**src/rtl/cga_vram_arbiter_pkg.sv**
```systemverilog
// Shared types and constants for the CGA VRAM arbiter slice.
package cga_vram_arbiter_pkg;

    typedef enum logic [1:0] {
        ST_IDLE,
        ST_REQ,
        ST_ACCESS,
        ST_DONE
    } arb_state_t;

    localparam int          ISA_AW        = 20;
    localparam int          ISA_DW        = 8;
    localparam logic [19:0] FB_ADDR_DEF   = 20'hB8000;
    localparam logic [3:0]  VRAM_PAGE_DEF = 4'b0001;

endpackage

```
**src/rtl/cga_vram_arbiter_if.sv**
```systemverilog
// ISA memory-cycle signals seen by the VRAM arbiter.
interface cga_vram_arbiter_if;
    import cga_vram_arbiter_pkg::*;

    logic [ISA_AW-1:0] bus_a;
    logic              bus_memr_l;
    logic              bus_memw_l;
    logic [ISA_DW-1:0] bus_d;
    logic [ISA_DW-1:0] bus_out_mem;
    logic              bus_mem_dir;
    logic              bus_rdy;

    modport master (
        output bus_a, bus_memr_l, bus_memw_l, bus_d,
        input  bus_out_mem, bus_mem_dir, bus_rdy
    );

    modport slave (
        input  bus_a, bus_memr_l, bus_memw_l, bus_d,
        output bus_out_mem, bus_mem_dir, bus_rdy
    );

endinterface

```
**src/rtl/cga_vram_arbiter_bus_sync.sv**
```systemverilog
// Two-flop synchronizer for asynchronous ISA strobes; resets to RST_VAL.
module cga_vram_arbiter_bus_sync #(
    parameter int         W       = 2,
    parameter logic [W-1:0] RST_VAL = '1
) (
    input  logic         clk,
    input  logic         reset,
    input  logic [W-1:0] i_async,
    output logic [W-1:0] o_sync
);

    logic [W-1:0] r_meta;
    logic [W-1:0] r_sync;

    always_ff @(posedge clk) begin
        if (reset) begin
            r_meta <= RST_VAL;
            r_sync <= RST_VAL;
        end else begin
            r_meta <= i_async;
            r_sync <= r_meta;
        end
    end

    assign o_sync = r_sync;

endmodule

```
**src/rtl/cga_vram_arbiter.sv**
```systemverilog
// Arbitrates the 8-bit CGA VRAM between display fetches and CPU cycles in the B8000h window.
module cga_vram_arbiter
    import cga_vram_arbiter_pkg::*;
#(
    parameter logic [19:0] FB_ADDR      = FB_ADDR_DEF,
    parameter bit          USE_BUS_WAIT = 1'b1,
    parameter int          RD_LAT       = 2,
    parameter logic [3:0]  VRAM_PAGE    = VRAM_PAGE_DEF
) (
    input  logic                 clk,
    input  logic                 reset,
    cga_vram_arbiter_if.slave    isa,
    input  logic [14:0]          disp_a,
    input  logic                 disp_read,
    input  logic                 isa_op_enable,
    output logic [18:0]          ram_a,
    input  logic [7:0]           ram_d,
    output logic [7:0]           ram_dout,
    output logic                 ram_we_l,
    output logic                 cpu_access
);

    arb_state_t  r_state;
    arb_state_t  w_next;
    logic [1:0]  r_cnt;
    logic [1:0]  w_cnt_nxt;
    logic        r_we_l;
    logic        w_we_l_nxt;
    logic        w_capture;
    logic        r_is_rd;
    logic [14:0] r_addr;
    logic [7:0]  r_data;
    logic [7:0]  r_out;

    logic [1:0]  w_strb_sync;
    logic        w_rd_s;
    logic        w_wr_s;
    logic        w_win;
    logic        w_memsel;
    logic        w_raw_sel;
    logic        w_strb_held;
    logic        w_last;
    logic        w_cpu_drive;

    cga_vram_arbiter_bus_sync #(.W(2), .RST_VAL(2'b11)) u_sync (
        .clk     (clk),
        .reset   (reset),
        .i_async ({isa.bus_memr_l, isa.bus_memw_l}),
        .o_sync  (w_strb_sync)
    );

    assign w_rd_s      = ~w_strb_sync[1];
    assign w_wr_s      = ~w_strb_sync[0];
    assign w_win       = (isa.bus_a[19:15] == FB_ADDR[19:15]);
    assign w_memsel    = w_win & (w_rd_s | w_wr_s);
    assign w_raw_sel   = w_win & (~isa.bus_memr_l | ~isa.bus_memw_l);
    assign w_strb_held = r_is_rd ? w_rd_s : w_wr_s;
    assign w_last      = (r_cnt == 2'(RD_LAT - 1));

    always_comb begin
        w_next     = r_state;
        w_cnt_nxt  = r_cnt;
        w_we_l_nxt = 1'b1;
        w_capture  = 1'b0;
        case (r_state)
            ST_IDLE: begin
                if (w_memsel) w_next = ST_REQ;
            end
            ST_REQ: begin
                if (!w_strb_held) begin
                    w_next = ST_IDLE;
                end else if (isa_op_enable && !disp_read) begin
                    w_next     = ST_ACCESS;
                    w_cnt_nxt  = 2'd0;
                    w_we_l_nxt = r_is_rd;
                end
            end
            ST_ACCESS: begin
                // A display fetch that steals the cycle masks the write and retries it next cycle.
                if (!r_is_rd) begin
                    if (disp_read) w_we_l_nxt = 1'b0;
                    else           w_next     = ST_DONE;
                end else if (disp_read) begin
                    w_cnt_nxt = 2'd0;
                end else if (w_last) begin
                    w_capture = 1'b1;
                    w_next    = ST_DONE;
                end else begin
                    w_cnt_nxt = r_cnt + 2'd1;
                end
            end
            ST_DONE: begin
                if (!w_strb_held) w_next = ST_IDLE;
            end
            default: w_next = ST_IDLE;
        endcase
    end

    always_ff @(posedge clk) begin
        if (reset) begin
            r_state <= ST_IDLE;
            r_cnt   <= 2'd0;
            r_we_l  <= 1'b1;
            r_is_rd <= 1'b0;
            r_data  <= 8'h00;
            r_out   <= 8'h00;
        end else begin
            r_state <= w_next;
            r_cnt   <= w_cnt_nxt;
            r_we_l  <= w_we_l_nxt;
            if (w_capture) r_out <= ram_d;
            if (r_state == ST_IDLE && w_memsel) begin
                r_is_rd <= w_rd_s;
                if (!w_rd_s) r_data <= isa.bus_d;
            end
        end
    end

    always_ff @(posedge clk) begin
        if (r_state == ST_IDLE && w_memsel) r_addr <= isa.bus_a[14:0];
    end

    assign w_cpu_drive     = (r_state == ST_ACCESS) && !disp_read;
    assign ram_a           = w_cpu_drive ? {VRAM_PAGE, r_addr} : {VRAM_PAGE, disp_a};
    assign cpu_access      = w_cpu_drive;
    assign ram_we_l        = r_we_l | disp_read;
    assign ram_dout        = r_data;
    assign isa.bus_out_mem = r_out;
    assign isa.bus_mem_dir = w_win & ~isa.bus_memr_l;
    // Raw decode only counts in IDLE so the first wait state lands before the synchronizer catches up.
    assign isa.bus_rdy     = reset | ~(USE_BUS_WAIT &
                             ((r_state == ST_IDLE && w_raw_sel) ||
                              r_state == ST_REQ || r_state == ST_ACCESS));

endmodule

```
**src/flat_wrapper.sv**
```systemverilog
// flat-port wrapper written by rule: the top's interface ports become plain ports
module cga_vram_arbiter_flat import cga_vram_arbiter_pkg::*;
#(
    parameter logic [19:0] FB_ADDR      = FB_ADDR_DEF,
    parameter bit          USE_BUS_WAIT = 1'b1,
    parameter int          RD_LAT       = 2,
    parameter logic [3:0]  VRAM_PAGE    = VRAM_PAGE_DEF
)
  (clk, reset, disp_a, disp_read, isa_op_enable, ram_a, ram_d, ram_dout, ram_we_l, cpu_access, isa_bus_a, isa_bus_memr_l, isa_bus_memw_l, isa_bus_d, isa_bus_out_mem, isa_bus_mem_dir, isa_bus_rdy);
  cga_vram_arbiter_if isa_i ();
  input  logic clk;
  input  logic reset;
  input  logic [14:0] disp_a;
  input  logic disp_read;
  input  logic isa_op_enable;
  output logic [18:0] ram_a;
  input  logic [7:0] ram_d;
  output logic [7:0] ram_dout;
  output logic ram_we_l;
  output logic cpu_access;
  input wire logic [$bits(isa_i.bus_a)-1:0] isa_bus_a;
  input wire logic [$bits(isa_i.bus_memr_l)-1:0] isa_bus_memr_l;
  input wire logic [$bits(isa_i.bus_memw_l)-1:0] isa_bus_memw_l;
  input wire logic [$bits(isa_i.bus_d)-1:0] isa_bus_d;
  output wire logic [$bits(isa_i.bus_out_mem)-1:0] isa_bus_out_mem;
  output wire logic [$bits(isa_i.bus_mem_dir)-1:0] isa_bus_mem_dir;
  output wire logic [$bits(isa_i.bus_rdy)-1:0] isa_bus_rdy;
  assign isa_i.bus_a = isa_bus_a;
  assign isa_i.bus_memr_l = isa_bus_memr_l;
  assign isa_i.bus_memw_l = isa_bus_memw_l;
  assign isa_i.bus_d = isa_bus_d;
  assign isa_bus_out_mem = isa_i.bus_out_mem;
  assign isa_bus_mem_dir = isa_i.bus_mem_dir;
  assign isa_bus_rdy = isa_i.bus_rdy;
  cga_vram_arbiter #(.FB_ADDR(FB_ADDR), .USE_BUS_WAIT(USE_BUS_WAIT), .RD_LAT(RD_LAT), .VRAM_PAGE(VRAM_PAGE)) u_core (.clk(clk), .reset(reset), .isa(isa_i), .disp_a(disp_a), .disp_read(disp_read), .isa_op_enable(isa_op_enable), .ram_a(ram_a), .ram_d(ram_d), .ram_dout(ram_dout), .ram_we_l(ram_we_l), .cpu_access(cpu_access));
endmodule
```
**config.mk**
```make
export PLATFORM = sky130hd
export DESIGN_NAME = cga_vram_arbiter_flat
export DESIGN_NICKNAME = d
export VERILOG_FILES = /design/src/rtl/cga_vram_arbiter_pkg.sv /design/src/rtl/cga_vram_arbiter_if.sv /design/src/rtl/cga_vram_arbiter_bus_sync.sv /design/src/rtl/cga_vram_arbiter.sv /design/src/flat_wrapper.sv
export SDC_FILE = /design/constraint.sdc
export NUM_CORES = 1
export LEC_CHECK = 0
export ABC_CLOCK_PERIOD_IN_PS = 2900
export CAP_MARGIN = 20
export CELL_PAD_IN_SITES_DETAIL_PLACEMENT = 1
export CELL_PAD_IN_SITES_GLOBAL_PLACEMENT = 1
export CORE_ASPECT_RATIO = 1.4
export CORE_MARGIN = 3
export CORE_UTILIZATION = 35
export DETAILED_ROUTE_END_ITERATION = 12
export DONT_BUFFER_PORTS = 1
export PLACE_DENSITY = 0.72
export SYNTH_ARGS = -nofsm -noshare
export SYNTH_HDL_FRONTEND = slang
export SYNTH_SLANG_ARGS = --single-unit
```
**constraint.sdc**
```tcl
create_clock -name clk -period 2.9 [get_ports clk]
set_input_delay 0.145 -clock clk [delete_from_list [all_inputs] [get_ports clk]]
set_output_delay 0.145 -clock clk [all_outputs]
set_load 0.03 [all_outputs]
```
==> implementation parameters <==
Parameter                              Value

Critical path
  End of the worst register-to-register path ... u_core.isa.bus_out_mem[5]$_SDFFE_PP0P_
  Cell with the biggest individual delay on the critical path ... sky130_fd_sc_hd__dlygate4sd3_1
  Max stage delay on crit path ... 0.60 ns
  Cells traversed along the worst timing path ... inv_1 -> ha_1 -> nor2b_2 -> buf_4 -> nand3_1 -> nand2_1 -> a21oi_1 -> dlygate4sd3_1
  Number of cells on the worst reg-to-reg path ... 8
  End point of the critical path ... u_core.isa.bus_out_mem[5]$_SDFFE_PP0P_
  Beginning of the worst register-to-register path ... u_core.r_state[0]$_SDFFE_PP0P_
  Worst Setup End Kind ... flop
  Logic depth of the worst setup path including buffers ... 8
  Top delay family on crit path ... buffers and inverters
  Register-to-register setup slack ... 0.34 ns
  Launching element of the worst setup path ... u_core.r_state[0]$_SDFFE_PP0P_
  Worst path required time ... 3.09 ns
  Kind of critical path ... flop to flop
  Arrival time of data at the critical path endpoint ... 2.74 ns
  Buffers & Inverters on Critical Path ... 3
  Sort of element at the start of the critical path ... flop
  Maximum net fanout on the critical path ... 20

Power
  Sum of internal, switching and leakage power ... 1.10 mW
  Max rail drop VDD ... 0.180 mV
  Fraction of power spent switching nets ... 0.251
  Static leakage ... 0.855 nW
  Cell-internal power ... 0.821 mW
  Part of the power in combinational logic ... 0.109
  Relative contribution of sequential cells to total power ... 0.553
  Sw Pwr ... 0.275 mW
  Clk pwr share ... 0.338
  P per Cell Area ... 492 nW/um^2

Final layout
  Fill count ... 544
  Fraction of layout cells with a size suffix above 1 ... 0.188
  Antenna fix cells ... 0
  Summed area of non-filler cells in the final layout ... 2230 sq um
  Synthesis-to-finish area growth ... 23.5%
  # nets final ... 258
  Utilization of the core after routing ... 0.453

Floorplanning
  Die Height ... 90.9 um
  Row Count ... 30
  Initial core utilization ... 0.367
  Core box area ... 4920 sq um
  Die area ... 6060 sq um
  Die X ... 66.7 um
  Count of boundary I/O pins ... 96

Global route
  Overall routing resource usage ... 0.158
  Met2 capacity usage during global routing ... 0.313
  Initial antenna violation count ... 0
  Number of global-route vias before repair ... 1578
  Met3 track utilization from global routing ... 0.0486
  Global-route track usage on met1 ... 0.144
  Pin count of the biggest net entering global routing ... 24
  Global-route wire length before repair ... 7280 um
  Most utilized layer in the global route result ... met2
  Overflow after GRT ... 0

Timing
  Total Neg Setup Slack ... 0 ns
  Final critical-path share of the clock period ... 0.882
  Worst slew pin tran ... 0.885 ns
  Final worst hold slack ... 0.0126 ns
  Max-slew headroom at the worst pin ... 0.408
  Unrepaired setup endpoints after global routing ... false
  Time the worst path needs with I/O delays and setup ... 2.56 ns
  Total count of max-transition violations in the final report ... 0
  Post-Route Skew ... 0.0111 ns
  Highest attainable clock frequency ... 391 MHz
  Final hold viol count ... 0
  Final count of negative-setup-slack endpoints ... 0

Drt
  WL/cell ... 18.4 um
  Post-Route WL ... 4810 um
  Number of design-rule violations left by the first detailed-router iteration ... 43
  Router iterations before antenna repair ... 4
  Routed Antenna Nets ... 0
  Remaining DRCs ... 0
  Number of vias after detailed routing ... 1356
  Via/cell ratio ... 5.20

Yosys
  Flip-flop and latch count after synthesis ... 41
  Syn Area/Cell ... 10.9 sq um
  Total number of yosys warnings ... 0
  Number of distinct library cells after synthesis ... 32
  Sequential area share after synthesis ... 0.539
  Post-synthesis instance area ... 1800 sq um
  Gate count of the mapped netlist ... 166

CTS
  Clock tree from TritonCTS ... yes
  CTS buffer count ... 5
  Number of gates resized after cts ... 0
  Cell at the root of the clock tree ... sky130_fd_sc_hd__clkbuf_8
  Clock input transition at the sequential cells of the worst setup and hold paths ... 0.09 ns
  Count of clock tree sinks ... 41
  Buffers inserted during post-CTS setup optimization ... 0
  Clk Latency, worst-skew pair ... 0.29 ns
  Count of H-tree levels built during CTS ... 2
  Buffers from clock root to sink, at most ... 2

Place
  Post-Place Cell Area ... 1860 sq um
  Half-perimeter wire length after detailed placement ... 3480 um
  Number of buffer cells added on primary ports ... 0
  Placer congestion estimate ... 0.704

Hold path
  Startpoint of the worst hold path ... isa_bus_d[7]
  HP Class ... input pin to flop

Job
  Count of max-cap constraint violations ... 0

Run status
  Outcome ... finished clean
[power by group through the flow]
| stage | Clock (mW) | Sequential (mW) | Combinational, mW |
|---|---|---|---|
| 3_3_place_gp | 0 | 0.618 | 0.0809 |
| 3_5_place_dp | 0 | 0.619 | 0.0847 |
| 2_1_floorplan | 0 | 0.618 | 0.0805 |
| 6_report | 0.371 | 0.606 | 0.120 |
| 5_1_grt | 0.416 | 0.607 | 0.127 |
| 4_1_cts | 0.390 | 0.606 | 0.121 |
[repair_timing]
item	in CTS	in global routing
hold buffers	28	0
hold endpoints to repair	38	0
setup endpoints to repair	0	0
[state kept, by name, summed over array words and instances, names as in the netlist, named ones only]
signal                  count
u_core.isa.bus_out_mem      8
u_core.r_addr              15
u_core.r_we_l               1
u_core.ram_dout             8
u_core.u_sync.o_sync        2
u_core.r_cnt                2
u_core.r_is_rd              1
u_core.r_state              1
u_core.u_sync.r_meta        2
[routing by layer]
metal	part of all wire	wire length, um
met4	0.012	59
met3	0.089	430
met1	0.34	1610
met2	0.56	2700
met5	0	0
[cells in the mapped netlist (all sizes together)]
library cell   n  share of area
dfxtp         26           0.29
nor2b          3          0.010
o211a          1         0.0056
a22oi          1         0.0042
and3           2         0.0069
edfxtp        15           0.25
conb           2         0.0042
a21oi         15          0.044
nand4          1         0.0035
mux2          16           0.10
nand3          3          0.011
or2            5          0.017
o21ai          4          0.015
inv            7          0.015
or3b           3          0.015
and4b          1         0.0056
o221ai         1         0.0049
o31ai          2         0.0083
nor2          11          0.023
ha             5          0.035
nand2b         1         0.0035
nand2         21          0.044
o22ai          1         0.0035
or4            1         0.0042
mux2i          8          0.044
clkbuf         3         0.0062
buf            7          0.026
[worst min-delay path by stage]
stage / to / slack (ns) / cells past startpoint
final: u_core.ram_dout[7]$_SDFFE_PP0P_ / 0.01 / 2
after global routing: u_core.isa.bus_out_mem[0]$_SDFFE_PP0P_ / 0.006 / 2
after CTS: u_core.ram_dout[7]$_SDFFE_PP0P_ / 0.0009 / 2
after detailed placement: u_core.r_cnt[1]$_SDFFE_PP0P_ / 0.22 / 1
after global placement: u_core.r_cnt[1]$_SDFFE_PP0P_ / 0.21 / 1
after floorplan: u_core.r_addr[0]$_DFFE_PP_ / 0.24 / 0
[placed cells by master, fill, tap and decap left out, types with 2 or more instances in the layout]
cell and count:
sky130_fd_sc_hd__a21oi_1 14, sky130_fd_sc_hd__and3_1 2, sky130_fd_sc_hd__buf_4 3, sky130_fd_sc_hd__clkbuf_8 5, sky130_fd_sc_hd__conb_1 4, sky130_fd_sc_hd__dfxtp_1 26, sky130_fd_sc_hd__dlygate4sd3_1 28, sky130_fd_sc_hd__edfxtp_1 15
sky130_fd_sc_hd__ha_1 5, sky130_fd_sc_hd__inv_1 7, sky130_fd_sc_hd__inv_4 2, sky130_fd_sc_hd__mux2_2 15, sky130_fd_sc_hd__mux2i_1 8, sky130_fd_sc_hd__nand2_1 21, sky130_fd_sc_hd__nand3_1 2, sky130_fd_sc_hd__nor2_1 11
sky130_fd_sc_hd__nor2b_1 2, sky130_fd_sc_hd__o21ai_0 2, sky130_fd_sc_hd__o21ai_2 2, sky130_fd_sc_hd__o31ai_1 2, sky130_fd_sc_hd__or2_2 5, sky130_fd_sc_hd__or3b_1 3
[logic make-up after synthesis]
| group | share of synthesized area |
|---|---|
| buf+inv | 0.0472 |
| simple gates | 0.144 |
| other cells | 0.00417 |
| fa+ha+maj | 0.0347 |
| flops | 0.539 |
| mux | 0.146 |
| compound gates | 0.0854 |
[cell type report]
class | instances | area (sq um) | share of cell area
Inverter | 7 | 26.3 | 0.0118
Clock inverter | 3 | 20.0 | 0.00899
Clock buffer | 5 | 68.8 | 0.0309
Timing Repair Buffer | 31 | 303 | 0.136
Sequential cell | 41 | 971 | 0.436
Tap cell | 64 | 80.1 | 0.0360
Multi-Input combinational cell | 110 | 757 | 0.340
[per-stage QoR]
| step | worst slack (ns) | cells |
|---|---|---|
| 6_report | 0.341 | 261 |
| 5_1_grt | 0.161 | 261 |
| 4_1_cts | 0.390 | 261 |
| 3_5_place_dp | 0.903 | 225 |
| 3_3_place_gp | 1.10 | 225 |
| 2_1_floorplan | 0.967 | 168 |
Power figures use the tool's default switching activity.
